--- src/rtl/fetch_pkg.sv ---
// Shared types and constants for the RV32 instruction-fetch stage.
package fetch_pkg;

  localparam int unsigned XLEN = 32;
  localparam logic [XLEN-1:0] NOP_INSTR = 32'h0000_0013;
  localparam logic [XLEN-1:0] PC_STEP = 32'd4;

  typedef struct packed {
    logic [XLEN-1:0] pc;
    logic [XLEN-1:0] instr;
  } fetch_entry_t;

  function automatic logic [XLEN-1:0] word_align(input logic [XLEN-1:0] addr);
    return {addr[XLEN-1:2], 2'b00};
  endfunction

endpackage

--- src/rtl/fetch_fifo.sv ---
// Prefetch buffer: synchronous FIFO of {pc, instr} entries with flush and
// same-edge push/pop support.
module fetch_fifo
  import fetch_pkg::*;
#(
  parameter int unsigned DEPTH = 4
) (
  input  logic                   clk,
  input  logic                   rst_n,
  input  logic                   push,
  input  logic                   pop,
  input  logic                   flush,
  input  fetch_entry_t           wr_entry,
  output fetch_entry_t           head,
  output logic [$clog2(DEPTH):0] count,
  output logic                   empty
);

  localparam int unsigned AW = $clog2(DEPTH);
  localparam int unsigned CW = AW + 1;

  fetch_entry_t  mem [DEPTH];
  logic [AW-1:0] wr_ptr;
  logic [AW-1:0] rd_ptr;
  logic          full;
  logic          do_push;
  logic          do_pop;

  assign empty   = (count == '0);
  assign full    = (count == CW'(DEPTH));
  assign do_pop  = pop & ~empty;
  // A pop on the same edge frees the slot a push into a full buffer needs.
  assign do_push = push & (~full | do_pop);
  assign head    = mem[rd_ptr];

  always_ff @(posedge clk or negedge rst_n) begin
    if (!rst_n) begin
      wr_ptr <= '0;
      rd_ptr <= '0;
      count  <= '0;
    end else if (flush) begin
      wr_ptr <= '0;
      rd_ptr <= '0;
      count  <= '0;
    end else begin
      if (do_push) wr_ptr <= wr_ptr + AW'(1);
      if (do_pop)  rd_ptr <= rd_ptr + AW'(1);
      count <= count + CW'(do_push) - CW'(do_pop);
    end
  end

  always_ff @(posedge clk) begin
    if (do_push && !flush) mem[wr_ptr] <= wr_entry;
  end

endmodule

--- src/rtl/fetch_prefetch_unit.sv ---
// IF stage: credit-limited instruction prefetch with in-order response
// tracking, redirect discard and the IF/ID pipeline register.
module fetch_prefetch_unit
  import fetch_pkg::*;
#(
  parameter int unsigned     DEPTH    = 4,
  parameter logic [XLEN-1:0] RESET_PC = 32'h0
) (
  input  logic            clk,
  input  logic            reset,
  output logic            imem_req_valid,
  input  logic            imem_req_ready,
  output logic [XLEN-1:0] imem_req_addr,
  input  logic            imem_rsp_valid,
  input  logic [XLEN-1:0] imem_rsp_data,
  input  logic            redirect,
  input  logic [XLEN-1:0] redirect_pc,
  input  logic            stalld,
  output logic [XLEN-1:0] instrd,
  output logic [XLEN-1:0] pcd,
  output logic [XLEN-1:0] pcplus4d,
  output logic            validd
);

  localparam int unsigned CW = $clog2(DEPTH) + 1;

  logic [XLEN-1:0] fetch_pc;
  logic [XLEN-1:0] rsp_pc;
  logic [XLEN-1:0] target;
  logic [CW-1:0]   outstanding;
  logic [CW-1:0]   outstanding_next;
  logic [CW-1:0]   discard;
  logic [CW-1:0]   fifo_count;
  logic [CW:0]     in_use;
  logic            accept;
  logic            drop_rsp;
  logic            fifo_push;
  logic            fifo_pop;
  logic            fifo_empty;
  fetch_entry_t    fifo_wr;
  fetch_entry_t    fifo_head;

  assign target = word_align(redirect_pc);

  // Buffered plus in-flight fetches may never exceed the buffer size, so
  // every response has a guaranteed slot and the FIFO cannot overflow.
  assign in_use         = {1'b0, fifo_count} + {1'b0, outstanding};
  assign imem_req_valid = reset & (in_use < (CW+1)'(DEPTH));
  assign imem_req_addr  = fetch_pc;
  assign accept         = imem_req_valid & imem_req_ready;

  assign outstanding_next = outstanding + CW'(accept) - CW'(imem_rsp_valid);

  assign drop_rsp   = (discard != '0);
  assign fifo_push  = imem_rsp_valid & ~drop_rsp & ~redirect;
  assign fifo_pop   = ~redirect & ~stalld & ~fifo_empty;
  assign fifo_wr.pc    = rsp_pc;
  assign fifo_wr.instr = imem_rsp_data;

  fetch_fifo #(
    .DEPTH(DEPTH)
  ) u_fifo (
    .clk      (clk),
    .rst_n    (reset),
    .push     (fifo_push),
    .pop      (fifo_pop),
    .flush    (redirect),
    .wr_entry (fifo_wr),
    .head     (fifo_head),
    .count    (fifo_count),
    .empty    (fifo_empty)
  );

  always_ff @(posedge clk or negedge reset) begin
    if (!reset) begin
      fetch_pc    <= RESET_PC;
      rsp_pc      <= RESET_PC;
      outstanding <= '0;
      discard     <= '0;
    end else begin
      outstanding <= outstanding_next;
      if (redirect) begin
        // Everything still in flight after this edge belongs to the old path.
        fetch_pc <= target;
        rsp_pc   <= target;
        discard  <= outstanding_next;
      end else begin
        if (accept)                      fetch_pc <= fetch_pc + PC_STEP;
        if (fifo_push)                   rsp_pc   <= rsp_pc + PC_STEP;
        if (imem_rsp_valid && drop_rsp)  discard  <= discard - CW'(1);
      end
    end
  end

  always_ff @(posedge clk or negedge reset) begin
    if (!reset) begin
      instrd   <= NOP_INSTR;
      pcd      <= '0;
      pcplus4d <= '0;
      validd   <= 1'b0;
    end else if (redirect) begin
      instrd <= NOP_INSTR;
      validd <= 1'b0;
    end else if (!stalld) begin
      if (!fifo_empty) begin
        instrd   <= fifo_head.instr;
        pcd      <= fifo_head.pc;
        pcplus4d <= fifo_head.pc + PC_STEP;
        validd   <= 1'b1;
      end else begin
        instrd <= NOP_INSTR;
        validd <= 1'b0;
      end
    end
  end

  a_credit: assert property (@(posedge clk) disable iff (!reset)
    in_use <= (CW+1)'(DEPTH));
  a_discard: assert property (@(posedge clk) disable iff (!reset)
    discard <= outstanding);
  a_rsp_expected: assert property (@(posedge clk) disable iff (!reset)
    imem_rsp_valid |-> (outstanding != '0));

endmodule

--- config.mk ---
export PLATFORM = sky130hd
export DESIGN_NAME = fetch_prefetch_unit
export DESIGN_NICKNAME = d
export VERILOG_FILES = /design/src/rtl/fetch_pkg.sv /design/src/rtl/fetch_fifo.sv /design/src/rtl/fetch_prefetch_unit.sv
export SDC_FILE = /design/constraint.sdc
export NUM_CORES = 1
export LEC_CHECK = 0
export CORE_MARGIN = 2
export CORE_UTILIZATION = 50
export CTS_CLUSTER_DIAMETER = 120
export DETAILED_ROUTE_END_ITERATION = 10
export PLACE_DENSITY = 0.74
export SLEW_MARGIN = 40
export SYNTH_ARGS = -nofsm -noshare
export SYNTH_HDL_FRONTEND = slang
export SYNTH_HIERARCHICAL = 1
export SYNTH_SLANG_ARGS = --single-unit
--- constraint.sdc ---
create_clock -name clk -period 22.2 [get_ports clk]
set_clock_uncertainty 0.15 [all_clocks]
set_input_delay 4.44 -clock clk [delete_from_list [all_inputs] [get_ports clk]]
set_output_delay 4.44 -clock clk [all_outputs]
set_load 0.02 [all_outputs]
==> results.json, run 1 <==
{
  "synth_top_area_share_pct": 44.1,
  "cpPeakStageDelay_ns": 0.64,
  "reg2reg_from": "u_fifo/count[1]$_DFF_PN0_",
  "cts_setup_buffers": 0,
  "drt_pass1_iterations": 5,
  "fin_crit_sh_pct": 49.1,
  "antenna_found_initial": 1,
  "syn_inst": 1151,
  "wl_met1_um": 16200,
  "synth_cell_type_count": 53,
  "detail_route.wl_per_cell_um": 20.1,
  "ys_ff_latch": 424,
  "antenna_left": 0,
  "worstSetupEndpointType": "output port",
  "critPathArrivalTime_ns": 6.31,
  "routed-wl-met2_um": 18000,
  "numPlacedInstances": 1770,
  "avgSynthCellArea_um2": 15.2,
  "max_cap_violations": 0,
  "drcViolationCount": 0,
  "clk_transition_reported_paths_ns": 0.06,
  "drtIter0Drc": 766,
  "p_leak_nw": 7.78,
  "cts_tree": "done",
  "gp_congestion": 0.832,
  "clockRootBuffer": "clkbuf_16",
  "drive_above_1_share_pct": 13.9,
  "crit_required_ns": 17.61,
  "area_growth_pct": 22.5,
  "slew_viol_final": 0,
  "reg2reg_depth": 15,
  "routed.top_layer": "met4",
  "crit_chain": "buf_6, or4b_1, nor2_1, clkdlybuf4s50_1",
  "cts_resized": 0,
  "fin_crit_ns": 10.90,
  "cts_buffers": 43,
  "min_to": "validd$_DFFE_PN0P_",
  "p_per_area_mw_per_mm2": 96.8,
  "yosys_most_used_dff": "edfxtp_1",
  "hold_viol_final": 0,
  "startpoint_type": "primary input",
  "rsz0062_at_grt": "false",
  "yosys_warnings": 6,
  "ys_async_sr_fraction_pct": 39.6,
  "grt_pass1_vias": 10454,
  "route.met3.wl_um": 2210,
  "numPortBuffers": 195,
  "via_count": 10312,
  "ctsHtreeMaxLevel": 2,
  "critPathSlowestCell": "clkdlybuf4s50_1",
  "nNetsFinal": 1448,
  "fin_setup_tns_ns": 0,
  "drt_wl_total_um": 37200,
  "die_area_mm2": 0.0364,
  "status": "finished, final reports clean",
  "synth_top_cell_by_area": "edfxtp_1",
  "fmaxAchievable_ghz": 0.0917,
  "clock_sinks": 424,
  "rows": 68,
  "die_x_um": 191,
  "max-vdd-ir-drop_uv": 63.1,
  "dpl_cell_area_mm2": 0.0199,
  "cp_max_fo": 50,
  "r2r_setup_slack_ns": 17.59,
  "min_path_type": "reg -> reg",
  "yosys-top-cells-area": "edfxtp_1 44%, dfrtp_1 24%, mux4_2 8.3%, nand2_1 3.6%, mux2_2 2.3%",
  "die-height_um": 191,
  "design_area_mm2": 0.0214,
  "cts_buffer_depth": 3,
  "dp_hpwl_um": 23500,
  "grt_max_degree": 100,
  "r2r_end": "u_fifo/count[2]$_DFF_PN0_",
  "grt.overflow.total": 0,
  "syn_area_mm2": 0.0174,
  "crit_type": "in -> out",
  "finalNonFillerCells": 1852,
  "grt_pass1_wl_um": 58400,
  "hold_depth": 2,
  "grtUsageTotal_pct": 20.8,
  "hp-start": "validd$_DFFE_PN0P_",
  "p_total_mw": 2.07,
  "synth_edf_count": 256,
  "start_util_pct": 50.6,
  "clkLatencyLatePin_ns": 0.53,
  "yosysSeqAreaShare_pct": 68.2,
  "core-area_mm2": 0.0345,
  "viasPerCell": 5.57,
  "pin_count": 200,
  "tightest_slew_ns": 0.739,
  "hold_buffers": 0,
  "setup_violations": 0,
  "slew_headroom_pct": 50.8
}
[placed cells by master (no fill, tap or decap), types with 11 or more instances in the layout]
cell type	count
clkdlybuf4s50_1	194
clkbuf_1	15
clkbuf_16	44
xor2_1	36
nand2_1	165
mux2_2	36
nor2_1	27
and3_1	11
mux4_2	64
nor4_1	13
xnor2_1	46
inv_1	21
o21ai_0	37
nand3_1	32
nor3_1	19
a22o_1	29
nand4_1	26
edfxtp_1	256
dfrtp_1	163
ha_1	15
[worst max-delay path: cells and delay by family]
kind,cells,cell delay (ns)
buf+inv,2,1.00
simple gates,2,0.85
[through the flow]
step	util (%)	setup WS, ns	hold slack (ns)
after floorplan	-	11.05	0.343
after global placement	57.7	11.34	0.309
after detailed placement	57.8	11.29	0.314
after CTS	62.0	11.28	0.328
after global routing	62.0	11.16	0.346
final	62.0	11.30	0.321
[metal layers]
layer / track usage [%] / vias to the layer above
met3: 3.22 / 50
li1: - / 4708
met5: 0 / -
met2: 33.9 / 344
met1: 29.7 / 5210
met4: 5.31 / 0
[synthesized netlist by cell type, drive strengths merged (4+ instances only)]
cell type    n
nand2b      10
and2         4
a21boi       9
nand2      165
mux2        37
edfxtp     256
nor3        21
o21ai       37
and3        11
nor2        27
dfrtp      165
nor3b        5
xnor2       46
clkbuf      33
a21oi        9
and4         8
nand3       32
inv         21
nand4       26
mux4        64
nor4        15
a22o        29
xor2        36
or3          5
buf         21
mux2i        4
ha          15
[sequential cells by signal, summed over array words and instances, names as in the netlist]
register       cells
u_fifo/wr_ptr      2
outstanding        3
discard            3
validd             1
imem_req_addr     30
pcplus4d          30
instrd            32
rsp_pc            30
u_fifo/mem       256
u_fifo/rd_ptr      2
u_fifo/count       3
pcd               32
[worst max path at each step]
| stage | end | startpoint | slack [ns] |
|---|---|---|---|
| floorplan | u_fifo/mem[0][0]$_DFFE_PP_ | redirect | 11.05 |
| global placement | imem_req_valid | reset | 11.34 |
| detailed placement | imem_req_valid | reset | 11.29 |
| CTS | imem_req_valid | reset | 11.28 |
| global route | imem_req_valid | reset | 11.16 |
| finish | imem_req_valid | reset | 11.30 |
[power by group]
part,internal [mW],switching (mW)
logic,0.170,0.191
clock network,0.435,0.288
registers,0.920,0.0647
total,1.52,0.544
[logic make-up (layout without fill, tap and decap cells)]
| group | count (synthesis) | in the layout | share of synthesized area (%) |
|---|---|---|---|
| other | 1 | 11 | 0.0215 |
| DFF | 424 | 424 | 68.2 |
| adders and majority gates | 17 | 17 | 1.31 |
| buffers and inverters | 77 | 313 | 1.99 |
| xor gates and xnor gates | 82 | 82 | 4.12 |
| muxes | 105 | 105 | 10.9 |
| AOI/OAI and AO/OA | 102 | 102 | 3.99 |
| and+or+nand+nor | 343 | 343 | 9.50 |
[layout make-up]
cell class | instances | area, um2
inverter | 23 | 86.3
clock buffer | 62 | 1200
clock inverter | 18 | 229
timing repair buffer | 210 | 2100
sequential | 424 | 11900
multi-input combinational | 659 | 5290
antenna | 1 | 2.50
fill | 2517 | 13100
tap | 455 | 569
Power figures use the tool's default switching activity.
==> run 2, diff against run 1 <==
==> constraint.sdc (replaced) <==
create_clock -name clk -period 10.4 [get_ports clk]
set_clock_uncertainty 0.15 [all_clocks]
set_input_delay 2.08 -clock clk [delete_from_list [all_inputs] [get_ports clk]]
set_output_delay 2.08 -clock clk [all_outputs]
set_load 0.02 [all_outputs]
==> results.json, run 2 (synthesized netlist as in run 1, its figures left out) <==
{
  "cp_max_fo": 60,
  "critPathArrivalTime_ns": 3.99,
  "drt_wl_total_um": 37500,
  "layout_common_cells": "256 x edfxtp_1, 194 x clkdlybuf4s50_1, 165 x nand2_1",
  "grt_pass1_wl_um": 58900,
  "slew_headroom_pct": 45.7,
  "routed-wl-met2_um": 18300,
  "crit_required_ns": 8.17,
  "switching_power_mw": 1.16,
  "grt_pass1_vias": 10592,
  "critPathSlowestCell": "clkdlybuf4s50_1",
  "rows": 68,
  "antenna_left": 0,
  "grt.overflow.total": 0,
  "drive_above_1_share_pct": 13.9,
  "p_total_mw": 4.33,
  "core-area_mm2": 0.0345,
  "ff_latch_area_mm2": 0.0119,
  "wl_met1_um": 16300,
  "nNetsFinal": 1446,
  "drcViolationCount": 0,
  "detail_route.wl_per_cell_um": 20.3,
  "final_common_cell": "edfxtp_1",
  "clkLatencyLatePin_ns": 0.53,
  "drt_pass1_iterations": 5,
  "worstSetupEndpointType": "output port",
  "routed.top_layer": "met5",
  "clock_sinks": 424,
  "hold_viol_final": 0,
  "min_path_type": "reg -> reg",
  "area_growth_pct": 21.8,
  "die_x_um": 191,
  "p_per_area_mw_per_mm2": 204,
  "antenna_found_initial": 1,
  "tightest_slew_ns": 0.814,
  "via_count": 10311,
  "crit_type": "in -> out",
  "cts_resized": 0,
  "max-vdd-ir-drop_uv": 131,
  "fillers": 2548,
  "drtIter0Drc": 808,
  "viasPerCell": 5.58,
  "fin_setup_tns_ns": 0,
  "cts_setup_buffers": 0,
  "die-height_um": 191,
  "antenna_cells": 0,
  "gp_congestion": 0.846,
  "cts_buffers": 42,
  "max_cap_violations": 0,
  "rsz0062_at_grt": "false",
  "cts_tree": "done",
  "ctsHtreeMaxLevel": 2,
  "clockRootBuffer": "clkbuf_16",
  "switching_share_pct": 26.9,
  "crit_chain": "buf_6, or4b_1, nor2_1, clkdlybuf4s50_1",
  "fin_crit_ns": 6.22,
  "grt_max_degree": 100,
  "slew_viol_final": 0,
  "grtUsageTotal_pct": 21.0,
  "pin_count": 200,
  "multi_input_area_mm2": 0.00529,
  "top_register": "u_fifo/mem",
  "cpPeakStageDelay_ns": 0.64,
  "fin_crit_sh_pct": 59.8,
  "power_frac_clock_pct": 33.7,
  "p_seq_share_pct": 48.6,
  "startpoint_type": "primary input",
  "p_int_mw": 3.17,
  "clk_transition_reported_paths_ns": 0.06,
  "largest_reg_flops": 256,
  "setup_violations": 0,
  "numPortBuffers": 195,
  "dpl_cell_area_mm2": 0.0199,
  "design_area_mm2": 0.0212,
  "fmaxAchievable_ghz": 0.161,
  "critPathBufInv": 2,
  "reg_top3": "u_fifo/mem x256, instrd x32, pcd x32",
  "crit_family": "buffers and inverters",
  "hold_buffers": 0,
  "dp_hpwl_um": 23200,
  "die_area_mm2": 0.0364,
  "route.met3.wl_um": 2250,
  "p_leak_nw": 7.74,
  "p_comb_share_pct": 17.7,
  "cts_buffer_depth": 3,
  "status": "finished, final reports clean",
  "start_util_pct": 50.6
}
run 2: cell types whose count changed in the layout (fill, tap and decap cells not counted), sizes merged:
cell / delta
bufinv: -2
inv: +1
buf: -1
clkinv: +5
clkbuf: -4
clkinvlp: -2
diode: -1
run 2: worst register-to-register path: stages (launching register included):
cell	delay (ns)
dfrtp_1	0.48
nor3_1	0.13
or3_4	0.38
buf_6	0.27
inv_2	0.13
buf_4	0.64
o31ai_1	0.23
inv_1	0.11
ha_1	0.23
inv_1	0.06
ha_1	0.13
inv_1	0.05
fa_1	0.37
xor2_1	0.16
and2_1	0.16
nor3_1	0.12
run 2: per-layer routing:
| metal | vias to the layer above | track usage (%) |
|---|---|---|
| met5 | - | 0 |
| met4 | 2 | 5.49 |
| met3 | 47 | 3.57 |
| met2 | 322 | 33.8 |
| met1 | 5220 | 29.9 |
| li1 | 4720 | - |
run 2: path summary, 6_finish.rpt:
check | startpoint | endpoint | cells past startpoint | slack, ns
max | reset | imem_req_valid | 4 | 4.18
min | pcd[29]$_DFFE_PN0P_ | pcd[29]$_DFFE_PN0P_ | 2 | 0.32
max reg2reg | u_fifo/count[1]$_DFF_PN0_ | u_fifo/count[2]$_DFF_PN0_ | 15 | 6.53
min reg2reg | pcd[29]$_DFFE_PN0P_ | pcd[29]$_DFFE_PN0P_ | 2 | 0.32
max in group asynchronous | reset | u_fifo/rd_ptr[0]$_DFFE_PN0P_ | 2 | 7.60
min in group asynchronous | reset | imem_req_addr[11]$_DFFE_PN0N_ | 1 | 1.36
run 2: power groups by stage:
stage	clock network [mW]	logic, mW	registers [mW]
6_report	1.46	0.768	2.10
5_1_grt	1.56	0.837	2.12
4_1_cts	1.49	0.778	2.11
3_5_place_dp	0	0.773	2.14
3_3_place_gp	0	0.752	2.13
2_1_floorplan	0	0.258	2.24
run 2: per-stage QoR:
stage,std cells,hold WS (ns),utilization (%),setup slack (ns)
after global placement,1770,0.308,57.7,4.17
after global routing,1848,0.349,61.7,4.05
after floorplan,1160,0.343,-,1.61
after detailed placement,1770,0.312,57.8,4.15
after CTS,1848,0.326,61.7,4.14
final,1848,0.324,61.7,4.18
run 2: layout make-up:
| type | count | area share (%) |
|---|---|---|
| Clock inverter | 20 | 0.901 |
| Sequential cell | 424 | 56.0 |
| Multi-Input combinational cell | 659 | 24.9 |
| Tap cell | 455 | 2.68 |
| Clock buffer | 58 | 5.32 |
| Timing Repair Buffer | 209 | 9.81 |
| Inverter | 23 | 0.406 |
